<file path="src/rtl/hdmi_video_pattern_gen.sv">
`default_nettype none
// ============================================================================
// Module   : hdmi_video_pattern_gen
// Brief    : 1080p60 video timing generator with an 8-bar colour-bar pattern
//            for the parallel RGB/sync port of the HDMI transmitter.
// Revision : 1.0 - initial release
// ============================================================================
module hdmi_video_pattern_gen #(
  parameter int   H_ACTIVE = 1920,
  parameter int   H_FP     = 88,
  parameter int   H_SYNC   = 44,
  parameter int   H_BP     = 148,
  parameter int   V_ACTIVE = 1080,
  parameter int   V_FP     = 4,
  parameter int   V_SYNC   = 5,
  parameter int   V_BP     = 36,
  parameter logic HS_POL   = 1'b1,
  parameter logic VS_POL   = 1'b1
) (
  input  logic       clk,
  input  logic       reset_n,
  output logic       vga_hs,
  output logic       vga_vs,
  output logic       vga_de,
  output logic [7:0] vga_r,
  output logic [7:0] vga_g,
  output logic [7:0] vga_b
);

  localparam int          c_h_total  = H_ACTIVE + H_FP + H_SYNC + H_BP;
  localparam int          c_v_total  = V_ACTIVE + V_FP + V_SYNC + V_BP;
  localparam logic [11:0] c_h_last   = 12'(c_h_total - 1);
  localparam logic [11:0] c_v_last   = 12'(c_v_total - 1);
  localparam logic [11:0] c_h_act    = 12'(H_ACTIVE);
  localparam logic [11:0] c_v_act    = 12'(V_ACTIVE);
  localparam logic [11:0] c_hs_start = 12'(H_ACTIVE + H_FP);
  localparam logic [11:0] c_hs_end   = 12'(H_ACTIVE + H_FP + H_SYNC);
  localparam logic [11:0] c_vs_start = 12'(V_ACTIVE + V_FP);
  localparam logic [11:0] c_vs_end   = 12'(V_ACTIVE + V_FP + V_SYNC);
  localparam logic [11:0] c_bar_last = 12'(H_ACTIVE / 8 - 1);

  logic [11:0] r_h_cnt;
  logic [11:0] r_v_cnt;
  logic [11:0] r_bar_px;
  logic [2:0]  r_bar_idx;

  logic        w_h_wrap;
  logic        w_de;
  logic        w_hs;
  logic        w_vs;
  logic [7:0]  w_r;
  logic [7:0]  w_g;
  logic [7:0]  w_b;

  assign w_h_wrap = (r_h_cnt == c_h_last);
  assign w_de     = (r_h_cnt < c_h_act) && (r_v_cnt < c_v_act);
  assign w_hs     = (r_h_cnt >= c_hs_start) && (r_h_cnt < c_hs_end);
  assign w_vs     = (r_v_cnt >= c_vs_start) && (r_v_cnt < c_vs_end);

  // Bar order white..black makes each channel a single inverted index bit:
  // red drops on bit 1, green on bit 2, blue on bit 0.
  assign w_r = (w_de && !r_bar_idx[1]) ? 8'hFF : 8'h00;
  assign w_g = (w_de && !r_bar_idx[2]) ? 8'hFF : 8'h00;
  assign w_b = (w_de && !r_bar_idx[0]) ? 8'hFF : 8'h00;

  always_ff @(posedge clk or negedge reset_n) begin
    if (!reset_n) begin
      r_h_cnt <= 12'd0;
      r_v_cnt <= 12'd0;
    end else begin
      if (w_h_wrap) begin
        r_h_cnt <= 12'd0;
        r_v_cnt <= (r_v_cnt == c_v_last) ? 12'd0 : r_v_cnt + 12'd1;
      end else begin
        r_h_cnt <= r_h_cnt + 12'd1;
      end
    end
  end

  // Bar position tracks h_cnt in lock-step so the bar index needs no divider.
  always_ff @(posedge clk or negedge reset_n) begin
    if (!reset_n) begin
      r_bar_px  <= 12'd0;
      r_bar_idx <= 3'd0;
    end else if (w_h_wrap) begin
      r_bar_px  <= 12'd0;
      r_bar_idx <= 3'd0;
    end else if (r_bar_px == c_bar_last) begin
      r_bar_px  <= 12'd0;
      r_bar_idx <= r_bar_idx + 3'd1;
    end else begin
      r_bar_px  <= r_bar_px + 12'd1;
    end
  end

  always_ff @(posedge clk or negedge reset_n) begin
    if (!reset_n) begin
      vga_de <= 1'b0;
      vga_hs <= ~HS_POL;
      vga_vs <= ~VS_POL;
      vga_r  <= 8'h00;
      vga_g  <= 8'h00;
      vga_b  <= 8'h00;
    end else begin
      vga_de <= w_de;
      vga_hs <= w_hs ? HS_POL : ~HS_POL;
      vga_vs <= w_vs ? VS_POL : ~VS_POL;
      vga_r  <= w_r;
      vga_g  <= w_g;
      vga_b  <= w_b;
    end
  end

endmodule
`default_nettype wire

</file>
<file path="config.mk">
export PLATFORM = sky130hd
export DESIGN_NAME = hdmi_video_pattern_gen
export DESIGN_NICKNAME = d
export VERILOG_FILES = /design/src/rtl/hdmi_video_pattern_gen.sv
export SDC_FILE = /design/constraint.sdc
export NUM_CORES = 1
export LEC_CHECK = 0
export BUFFER_PORTS_ARGS = -buffer_cell sky130_fd_sc_hd__buf_2
export CORE_MARGIN = 5
export CORE_UTILIZATION = 29
export DETAILED_ROUTE_END_ITERATION = 12
export RECOVER_POWER = 25
export SYNTH_ARGS = -nofsm -noshare
export SYNTH_HDL_FRONTEND = slang
export SYNTH_SLANG_ARGS = --single-unit
</file>
<file path="constraint.sdc">
create_clock -name clk -period 2 [get_ports clk]
set_input_delay 0.3 -clock clk [delete_from_list [all_inputs] [get_ports clk]]
set_output_delay 0.3 -clock clk [all_outputs]
set_load 0.005 [all_outputs]
</file>
# After elaboration in Yosys (flattened, before gate mapping)
# Index checks and enable logic that the tools add are counted.
dict set report word_totals {
  wordCells 44
  ff_bits 66
  inputBits 2
  out_inout_bits 27
}
dict set report op_classes {
  magnitude_cmp 6
  reduce_logical 10
  addsub 4
  n_eq_ne 3
  mux 11
}
# operator count
set op_table {}
lappend op_table {{two-way mux 12 bit} 4}
lappend op_table {{adder 12 x 1 -> 12 bit (second input constant)} 3}
lappend op_table {{less-than comparator 12 x 11 -> 1 bit (second input constant)} 3}
lappend op_table {{greater-or-equal comparator 12 x 11 -> 1 bit (second input constant)} 2}
lappend op_table {{two-way mux 8 bit} 3}
lappend op_table {{== test 12 x 11 -> 1 bit (second input constant)} 1}
lappend op_table {{== test 12 bit (second input constant)} 1}
lappend op_table {{== test 12 x 8 -> 1 bit (second input constant)} 1}
lappend op_table {{less-than comparator 12 bit (second input constant)} 1}
lappend op_table {{logical AND 1 bit} 6}
lappend op_table {{two-way mux 3 bit} 2}
lappend op_table {{adder 3 x 1 -> 3 bit (second input constant)} 1}
lappend op_table {{logical NOT 1 bit} 3}
lappend op_table {{two-way mux 1 bit} 2}
lappend op_table {{nonzero test 2 bit} 1}

# Longest topological paths before layout
# Gate-level depths: netlist of the first run.
dict set report logic_depth {
  word_depth 4
  mapped_depth 7
}

# Worst setup path after synthesis of the first run
# Ideal clock, no wire load.
dict set report synth_path {
  path_type {reg-to-reg}
  start {register r_h_cnt[0]}
  end {register r_v_cnt[11]}
  n_path_buf 1
  slack_ns 0.510
  t_required_ns 1.918
  path_stages_with_launch 7
  arrival_ns 1.408
  path_cell_list {dfrtp_1 ha_1 and4_1 nand3_4 clkbuf_1 a21oi_1 o22ai_1}
}
dict set report synth_via {
  elab_chain_len 1
}
# element line
set synth_rtl {}
lappend synth_rtl {{from (decl)} 42} ;# logic [11:0] r_h_cnt;
lappend synth_rtl {{from (signal assigned)} 75} ;# r_h_cnt <= r_h_cnt + 12'd1;
lappend synth_rtl {{== test 12 bit} 55} ;# assign w_h_wrap = (r_h_cnt == c_h_last);
lappend synth_rtl {{to (signal assigned)} 73} ;# r_v_cnt <= (r_v_cnt == c_v_last) ? 12'd0 : r_v_cnt + 12'd1;
lappend synth_rtl {{to (decl)} 43} ;# logic [11:0] r_v_cnt;
# No other way between the ends.
# A chain may end at the register's enable or synchronous reset.

# Final worst setup path of the first run
dict set report layout_path {
  start {register r_v_cnt[0]}
  end {register r_v_cnt[9]}
}
dict set report layout_via {
  elab_chain_len 2
  elab_cells_between_ends 3
}
# element line
set layout_rtl {}
lappend layout_rtl {{adder 12 x 1 -> 12 bit or == test 12 x 11 -> 1 bit (tied branches)} 73}
lappend layout_rtl {{two-way mux 12 bit *} 73}
# Every way passes the cells marked *; elsewhere a longest branch is shown, timed or not.

==> flow_summary.json, run 1 <==
{
  "status": "finished clean",
  "pwr-share-comb": 0.012,
  "vdd.ir_drop.worst_mv": 0.263,
  "path_class": "reg2reg",
  "yosysTopAreaCell": "dfrtp_1",
  "cts_tree": "done",
  "p_int_uw": 1150,
  "min-delay-path-class": "in2async",
  "arrival_ns": 2.05,
  "yosysWarnings": 0,
  "clkTransAtPathRegs_ns": 0.09,
  "min_period_over_period": 0.918,
  "swShare": 0.215,
  "critical_path.cell_chain": "inv_1 -> ha_1 -> and4bb_2 -> nand4_1 -> or3b_1 -> mux2i_1",
  "maxCapViolations": 0,
  "grt_max_degree": 46,
  "antenna_cells": 0,
  "async_reset_ff_frac": 1.00,
  "vias": 1701,
  "grt_pass1_wl_um": 7050,
  "ys_types": 39,
  "postCtsSetupBuffers": 0,
  "synth_area_leaders": "dfrtp_1 47%, buf_4 6.6%, xnor2_1 5.1%",
  "htreeDepth": 2,
  "max_stage_delay_ns": 0.43,
  "maxSlewViolCount": 0,
  "crit_path_top_delay_cell": "dfrtp_1",
  "layout.nets": 263,
  "worst_slack_ns": 0.163,
  "netlist.area_leader.share": 0.472,
  "synth_area_per_cell_sq_um": 9.78,
  "first_iter_violations": 105,
  "cts-hold-fix-buffers": 0,
  "syn_to_final_growth_pct": 7.76,
  "placed_area_sq_mm": 0.00249,
  "power_density_mw_per_mm2": 571,
  "worstMarginPinSlew_ns": 1.07,
  "power_switching_uw": 316,
  "die-area_sq_mm": 0.0101,
  "antenna_left": 0,
  "synth_flop_cell": "dfrtp_1",
  "worstPathMaxFanout": 11,
  "setup_viol": 0,
  "critPathLaunchType": "register",
  "yosysSeqAreaShare": 0.472,
  "first_pass_iters": 4,
  "ctsResizeCount": 0,
  "core_sq_mm": 0.00813,
  "hold_viol": 0,
  "dpl.cell_count": 353,
  "worstSetupEndpointType": "register",
  "totalWireLength_um": 4110,
  "clk_latency_ns": 0.30,
  "cellLeakagePower_uw": 0.00108,
  "max_freq_ghz": 0.544,
  "seq_power_share": 0.619,
  "wl_per_cell_um": 11.4,
  "grt_overflow": 0,
  "drive_gt1_frac": 0.180,
  "grt_use_total": 0.0857,
  "fin_cells": 361,
  "fin_setup_tns_ns": 0,
  "syn_inst": 244,
  "dpl.hpwl_um": 2950,
  "gp_congestion": 0.802,
  "drc": 0,
  "drt-vias-per-instance": 4.71,
  "design_area_sq_mm": 0.00257,
  "synth_edf_count": 0,
  "pre_cts_ws_ns": 0.219,
  "critPathTopFamily": "simple AND/OR/NAND/NOR gates",
  "initial_utilization": 0.293,
  "cts_made_buffers": 5,
  "first_global_vias": 1579,
  "rows": 33,
  "finalClockSkew_ns": 0.0122,
  "synthesis.area_sq_mm": 0.00239,
  "critPathBufInv": 1,
  "p_clk_frac": 0.369,
  "clockRootBuffer": "clkbuf_8",
  "required_ns": 2.22,
  "portBuffers": 28,
  "max-slew-margin-rel": 0.285,
  "synth.ff_latch_count": 45,
  "io_pins": 29,
  "period_needed_ns": 1.84,
  "clockBufferDepth": 2,
  "die_h_um": 101,
  "die_w_um": 101,
  "finish.utilization": 0.316,
  "grt_antenna_before_repair": 0,
  "rsz0062_at_grt": "false",
  "synth_nets": 252,
  "clock-sinks": 45
}
kinds of logic (layout without fill, tap and decap cells):
logic type,Yosys count,after routing,synth area share
simple gates,104,104,0.243
flops,45,45,0.472
buf+inv,40,52,0.101
compound gates,23,23,0.0561
xor+xnor,23,23,0.0844
fa+ha+maj,6,6,0.0314
mux,3,3,0.0126
metal layers:
layer / wire length (um) / GRT usage / share of wire
met2: 1940 / 0.146 / 0.47
met4: 41 / 0.0259 / 0.010
met1: 1860 / 0.102 / 0.45
met5: 0 / 0 / 0
met3: 279 / 0.0291 / 0.068
placed cells by master, fill, tap and decap left out, types with 3 or more instances in the layout:
| cell type | instances |
|---|---|
| nand4_1 | 8 |
| mux2i_1 | 3 |
| xor2_1 | 9 |
| inv_1 | 12 |
| or3_1 | 3 |
| a21oi_1 | 9 |
| and3_1 | 6 |
| buf_2 | 28 |
| xnor2_1 | 14 |
| nor2_1 | 28 |
| o21ai_0 | 6 |
| clkbuf_8 | 5 |
| nand2_1 | 10 |
| buf_4 | 3 |
| nand3_1 | 21 |
| dfrtp_1 | 45 |
| nor4_1 | 3 |
| nor3_1 | 10 |
| ha_1 | 6 |
worst paths after layout:
check	depth (start not counted)	slack, ns	end	startpoint
hold reg to reg	1	0.44	vga_g[6]$_DFF_PN0_	r_bar_idx[2]$_DFFE_PN0P_
setup reg to reg	6	0.16	r_v_cnt[9]$_DFFE_PN0N_	r_v_cnt[0]$_DFFE_PN0N_
max in group asynchronous	2	1.07	r_v_cnt[6]$_DFFE_PN0N_	reset_n
hold / removal	2	0.27	r_bar_px[7]$_DFF_PN0_	reset_n
setup / recovery	6	0.16	r_v_cnt[9]$_DFFE_PN0N_	r_v_cnt[0]$_DFFE_PN0N_
min in group clk	1	0.44	vga_g[6]$_DFF_PN0_	r_bar_idx[2]$_DFFE_PN0P_
cell type report:
class                      instances  area (sq um)
fill                             848          5560
sequential                        45          1130
multi-input combinational        159          1020
timing repair buffer              32           168
tap                              105           131
clock buffer                       6          72.6
inverter                          12          45.0
clock inverter                     2          10.0
power by group through the flow:
stage               Combinational, uW  Sequential [uW]  Clock [uW]
floorplan                    0.000478              927           0
global placement                 20.7              927           0
detailed placement               21.1              927           0
CTS                              21.1              909         563
global route                     23.3              909         598
finish                           17.9              909         541
cell usage after synthesis, types with 8 or more instances:
library cell	count
nand4_1	8
xor2_1	9
nor2_1	28
a21oi_1	9
nand3_1	21
xnor2_1	14
nand2_1	10
nor3_1	10
buf_4	21
inv_1	12
dfrtp_1	45
metrics by stage:
stage,total power [uW],hold slack [ns]
after floorplan,927,0.00441
after global placement,948,0.419
after detailed placement,948,0.423
after CTS,1490,0.0980
after global routing,1530,0.409
final,1470,0.270
sequential cells by signal, indices dropped and copies added (netlist names):
signal,count
vga_hs,1
vga_r,1
vga_g,1
vga_de,1
r_bar_px,12
r_h_cnt,12
vga_b,1
r_bar_idx,3
vga_vs,1
r_v_cnt,12
Note: power is estimated with default switching activity, not from simulation.
==> run 2, diff against run 1 <==
CORE_UTILIZATION = 57   (was 29)
PLACE_DENSITY = 0.78   (was unset)
==> run 2 against run 1 <==
Compared with the run above: combinational power hardly changed; sequential share of layout area is 1.1 points higher; clock skew is 0.0027 ns lower; register-to-register slack better by 0.04 ns; utilization is 31 points higher; fmax is 2.2% higher; setup slack better by 0.039 ns; critical path depth is 1 higher; via count is 2.5% higher; wire length is 3.4% higher; die area is 45% lower; highest routed layer unchanged.
==> flow_summary.json, run 2 (synthesis results as in run 1) <==
{
  "status": "finished clean",
  "crit_start": "r_v_cnt[0]$_DFFE_PN0N_",
  "vias": 1744,
  "fin_setup_tns_ns": 0,
  "antenna_cells": 0,
  "grt_pass1_wl_um": 7240,
  "first_global_vias": 1587,
  "worstReg2RegStart": "r_v_cnt[0]$_DFFE_PN0N_",
  "die_h_um": 74.7,
  "max_stage_delay_ns": 0.42,
  "die-area_sq_mm": 0.00558,
  "dpl.cell_count": 296,
  "clock-sinks": 45,
  "critPathLaunchType": "register",
  "arrival_ns": 2.03,
  "totalWireLength_um": 4250,
  "grt_use_total": 0.170,
  "portBuffers": 28,
  "critPathTopFamily": "simple AND/OR/NAND/NOR gates",
  "htreeDepth": 2,
  "cts_made_buffers": 5,
  "core_sq_mm": 0.00403,
  "min_period_over_period": 0.899,
  "maxSlewViolCount": 0,
  "worstMarginPinSlew_ns": 1.07,
  "dpl.hpwl_um": 2990,
  "min-delay-path-class": "in2async",
  "maxCapViolations": 0,
  "fillers": 354,
  "largestRegisters": "r_bar_px x12, r_h_cnt x12, r_v_cnt x12",
  "hold_viol": 0,
  "power_uw": 1470,
  "clkTransAtPathRegs_ns": 0.09,
  "cts_tree": "done",
  "cellLeakagePower_uw": 0.00108,
  "vdd.ir_drop.worst_mv": 0.299,
  "path_class": "reg2reg",
  "grt_max_degree": 46,
  "worstSetupEndpointType": "register",
  "power_density_mw_per_mm2": 586,
  "required_ns": 2.23,
  "clockRootBuffer": "clkbuf_8",
  "antenna_left": 0,
  "first_iter_violations": 125,
  "io_pins": 29,
  "gp_congestion": 0.867,
  "design_area_sq_mm": 0.00251,
  "setup_viol": 0,
  "rsz0062_at_grt": "false",
  "hold_slack_ns": 0.273,
  "finalClockSkew_ns": 0.00952,
  "grt_antenna_before_repair": 0,
  "final_common_cell": "dfrtp_1",
  "max_freq_ghz": 0.556,
  "worstPathMaxFanout": 6,
  "layout.nets": 264,
  "fin_cells": 307,
  "period_needed_ns": 1.80,
  "grt_overflow": 0,
  "drt-vias-per-instance": 5.68,
  "critical_path.cell_chain": "inv_1 -> ha_1 -> and4bb_2 -> nand4_1 -> buf_4 -> or3b_1 -> mux2i_1",
  "initial_utilization": 0.593,
  "die_w_um": 74.7,
  "drive_gt1_frac": 0.183,
  "clk_latency_ns": 0.30,
  "max-slew-margin-rel": 0.284,
  "first_pass_iters": 4,
  "syn_to_final_growth_pct": 5.19,
  "critPathBufInv": 2,
  "wl_per_cell_um": 13.9,
  "ctsResizeCount": 0,
  "drc": 0,
  "crit_path_top_delay_cell": "dfrtp_1",
  "clockBufferDepth": 2,
  "placed_area_sq_mm": 0.00241,
  "final_cell_mix": "45 x dfrtp_1, 28 x nor2_1, 28 x buf_2, 21 x nand3_1, 14 x xnor2_1",
  "rows": 23
}
==> run 2: final cells by class <==
cell class,count,area [sq um],area share
clock buffers,6,72.6,0.0289
inverters,12,45.0,0.0179
clock inverters,2,10.0,0.00399
multi-input cells,159,1020,0.406
well taps,50,62.6,0.0249
flip-flops and latches,45,1130,0.448
repair buffers,33,175,0.0698
==> run 2: repair_timing <==
item	4_1_cts	5_1_grt
setup buffers	0	3
setup endpoints to repair	0	1
hold buffers	0	0
hold endpoints to repair	0	0
==> run 2: worst paths after layout <==
path	end	slack, ns	cells after the start
max	r_v_cnt[9]$_DFFE_PN0N_	0.20	7
min	r_h_cnt[10]$_DFF_PN0_	0.27	2
max reg2reg	r_v_cnt[9]$_DFFE_PN0N_	0.20	7
min reg2reg	vga_g[6]$_DFF_PN0_	0.45	1
max in group asynchronous	r_v_cnt[4]$_DFFE_PN0N_	1.07	2
min in group clk	vga_g[6]$_DFF_PN0_	0.45	1
==> run 2: metal layers <==
layer  global-route usage  part of all wire
met1                0.231              0.47
met3               0.0414             0.065
met5                    0                 0
met4               0.0751             0.012
met2                0.260              0.45
==> run 2: metrics by stage <==
step | worst slack (ns) | util
finish | 0.202 | 0.623
global route | 0.0901 | 0.623
CTS | 0.179 | 0.618
detailed placement | 0.199 | 0.598
global placement | 0.263 | 0.598
floorplan | 0.510 | -
==> run 2: power breakdown <==
group | total (uW) | internal (uW) | leakage, uW | switching (uW)
Combinational | 17.9 | 1.28 | 0.000457 | 16.7
Clock | 546 | 243 | 0.0000450 | 303
Sequential | 909 | 909 | 0.000579 | 0
==> run 3, diff against run 2 <==
CORE_MARGIN = 1   (was 5)
==> run 3 against run 2 <==
Compared with the run above: cell count fell by 0.98%; clock power increased by 23%; clock skew shrank 0.0012 ns; power increased by 8.6%; register-to-register slack barely moved; worst hold slack got worse by 0.0023 ns; fmax is essentially flat; critical path type unchanged; global-route usage grew 3.6 points; critical path depth fell by 1.
==> flow_summary.json, run 3 (synthesis results as in run 1) <==
{
  "cts_made_buffers": 5,
  "max_stage_delay_ns": 0.41,
  "first_pass_iters": 4,
  "antenna_cells": 0,
  "drc": 0,
  "ctsResizeCount": 0,
  "worstPathMaxFanout": 11,
  "period_needed_ns": 1.80,
  "postCtsSetupBuffers": 0,
  "clock-sinks": 45,
  "fillers": 323,
  "max_freq_ghz": 0.557,
  "critPathTopFamily": "simple AND/OR/NAND/NOR gates",
  "grt_max_degree": 46,
  "die-area_sq_mm": 0.00445,
  "grt_use_total": 0.207,
  "rsz0062_at_grt": "false",
  "critPathLaunchType": "register",
  "layout.nets": 262,
  "multiInputGateArea_sq_mm": 0.00102,
  "maxSlewViolCount": 0,
  "largestRegisters": "r_bar_px x12, r_h_cnt x12, r_v_cnt x12",
  "finish.utilization": 0.629,
  "vias": 1697,
  "dpl.hpwl_um": 2770,
  "setup_viol": 0,
  "io_pins": 29,
  "drive_gt1_frac": 0.177,
  "power_density_mw_per_mm2": 635,
  "clk_latency_ns": 0.30,
  "htreeDepth": 2,
  "final_cell_mix": "45 x dfrtp_1, 28 x nor2_1, 28 x buf_2, 21 x nand3_1, 14 x xnor2_1",
  "power_uw": 1600,
  "drt-vias-per-instance": 5.58,
  "first_global_vias": 1489,
  "min_period_over_period": 0.898,
  "vdd.ir_drop.worst_mv": 0.331,
  "fin_setup_tns_ns": 0,
  "die_h_um": 66.7,
  "antenna_left": 0,
  "path_class": "reg2reg",
  "clockRootBuffer": "clkbuf_8",
  "finalClockSkew_ns": 0.00832,
  "pre_cts_ws_ns": 0.229,
  "cellLeakagePower_uw": 0.00108,
  "placed_area_sq_mm": 0.00242,
  "clkTransAtPathRegs_ns": 0.09,
  "rows": 23,
  "wl_per_cell_um": 13.3,
  "totalWireLength_um": 4040,
  "ff_latch_area_sq_mm": 0.00113,
  "critPathBufInv": 1,
  "final_common_cell": "dfrtp_1",
  "arrival_ns": 2.02,
  "critical_path.cell_chain": "inv_1 -> ha_1 -> and4bb_2 -> nand4_1 -> or3b_1 -> mux2i_1",
  "grt_antenna_before_repair": 0,
  "worstMarginPinSlew_ns": 1.08,
  "min-delay-path-class": "in2async",
  "status": "finished clean",
  "maxCapViolations": 0,
  "crit_path_top_delay_cell": "dfrtp_1",
  "required_ns": 2.23,
  "grt_overflow": 0,
  "initial_utilization": 0.597,
  "first_iter_violations": 93,
  "cts-hold-fix-buffers": 0,
  "die_w_um": 66.7,
  "clockBufferDepth": 2,
  "worstSetupEndpointType": "register",
  "design_area_sq_mm": 0.00252,
  "hold_viol": 0,
  "worst_slack_ns": 0.204,
  "portBuffers": 28,
  "gp_congestion": 0.885,
  "cts_tree": "done",
  "syn_to_final_growth_pct": 5.45,
  "grt_pass1_wl_um": 6780,
  "core_sq_mm": 0.00400,
  "max-slew-margin-rel": 0.283
}
run 3: cell count changes in the layout (fill, tap and decap cells not counted), sizes merged:
cell	delta
buf	-2
bufinv	+1
clkbuf	-1
clkinv	-1
run 3: per-stage QoR:
step | instances | hold WS (ns)
2_1_floorplan | 244 | 0.00441
3_3_place_gp | 297 | 0.408
3_5_place_dp | 297 | 0.414
4_1_cts | 304 | 0.0803
5_1_grt | 304 | 0.367
6_report | 304 | 0.270
run 3: cell type report:
type                       count  share of cell area
sequential                    45               0.447
multi-input combinational    159               0.405
timing repair buffer          31              0.0636
clock buffer                   5              0.0273
tap                           50              0.0249
inverter                      12              0.0179
clock inverter                 2              0.0139
run 3: final timing paths:
| kind | start | endpoint | slack (ns) | cells after the start |
|---|---|---|---|---|
| setup reg to reg | r_v_cnt[0]$_DFFE_PN0N_ | r_v_cnt[9]$_DFFE_PN0N_ | 0.20 | 6 |
| hold / removal | reset_n | r_bar_px[2]$_DFF_PN0_ | 0.27 | 2 |
| max in group asynchronous | reset_n | r_h_cnt[10]$_DFF_PN0_ | 1.08 | 2 |
| min in group clk | r_bar_idx[2]$_DFFE_PN0P_ | vga_g[6]$_DFF_PN0_ | 0.46 | 1 |
| setup / recovery | r_v_cnt[0]$_DFFE_PN0N_ | r_v_cnt[9]$_DFFE_PN0N_ | 0.20 | 6 |
| hold reg to reg | r_bar_idx[2]$_DFFE_PN0P_ | vga_g[6]$_DFF_PN0_ | 0.46 | 1 |
run 3: per-layer routing:
layer	GRT usage	part of all wire	vias up
li1	-	-	835
met1	0.254	0.46	815
met2	0.342	0.48	42
met3	0.0565	0.043	5
met4	0.0798	0.015	0
met5	0	0	-
run 3: power breakdown:
group | internal (uW) | total, uW | switching [uW]
logic | 1.28 | 17.9 | 16.6
registers | 909 | 909 | 0
clock network | 363 | 673 | 309
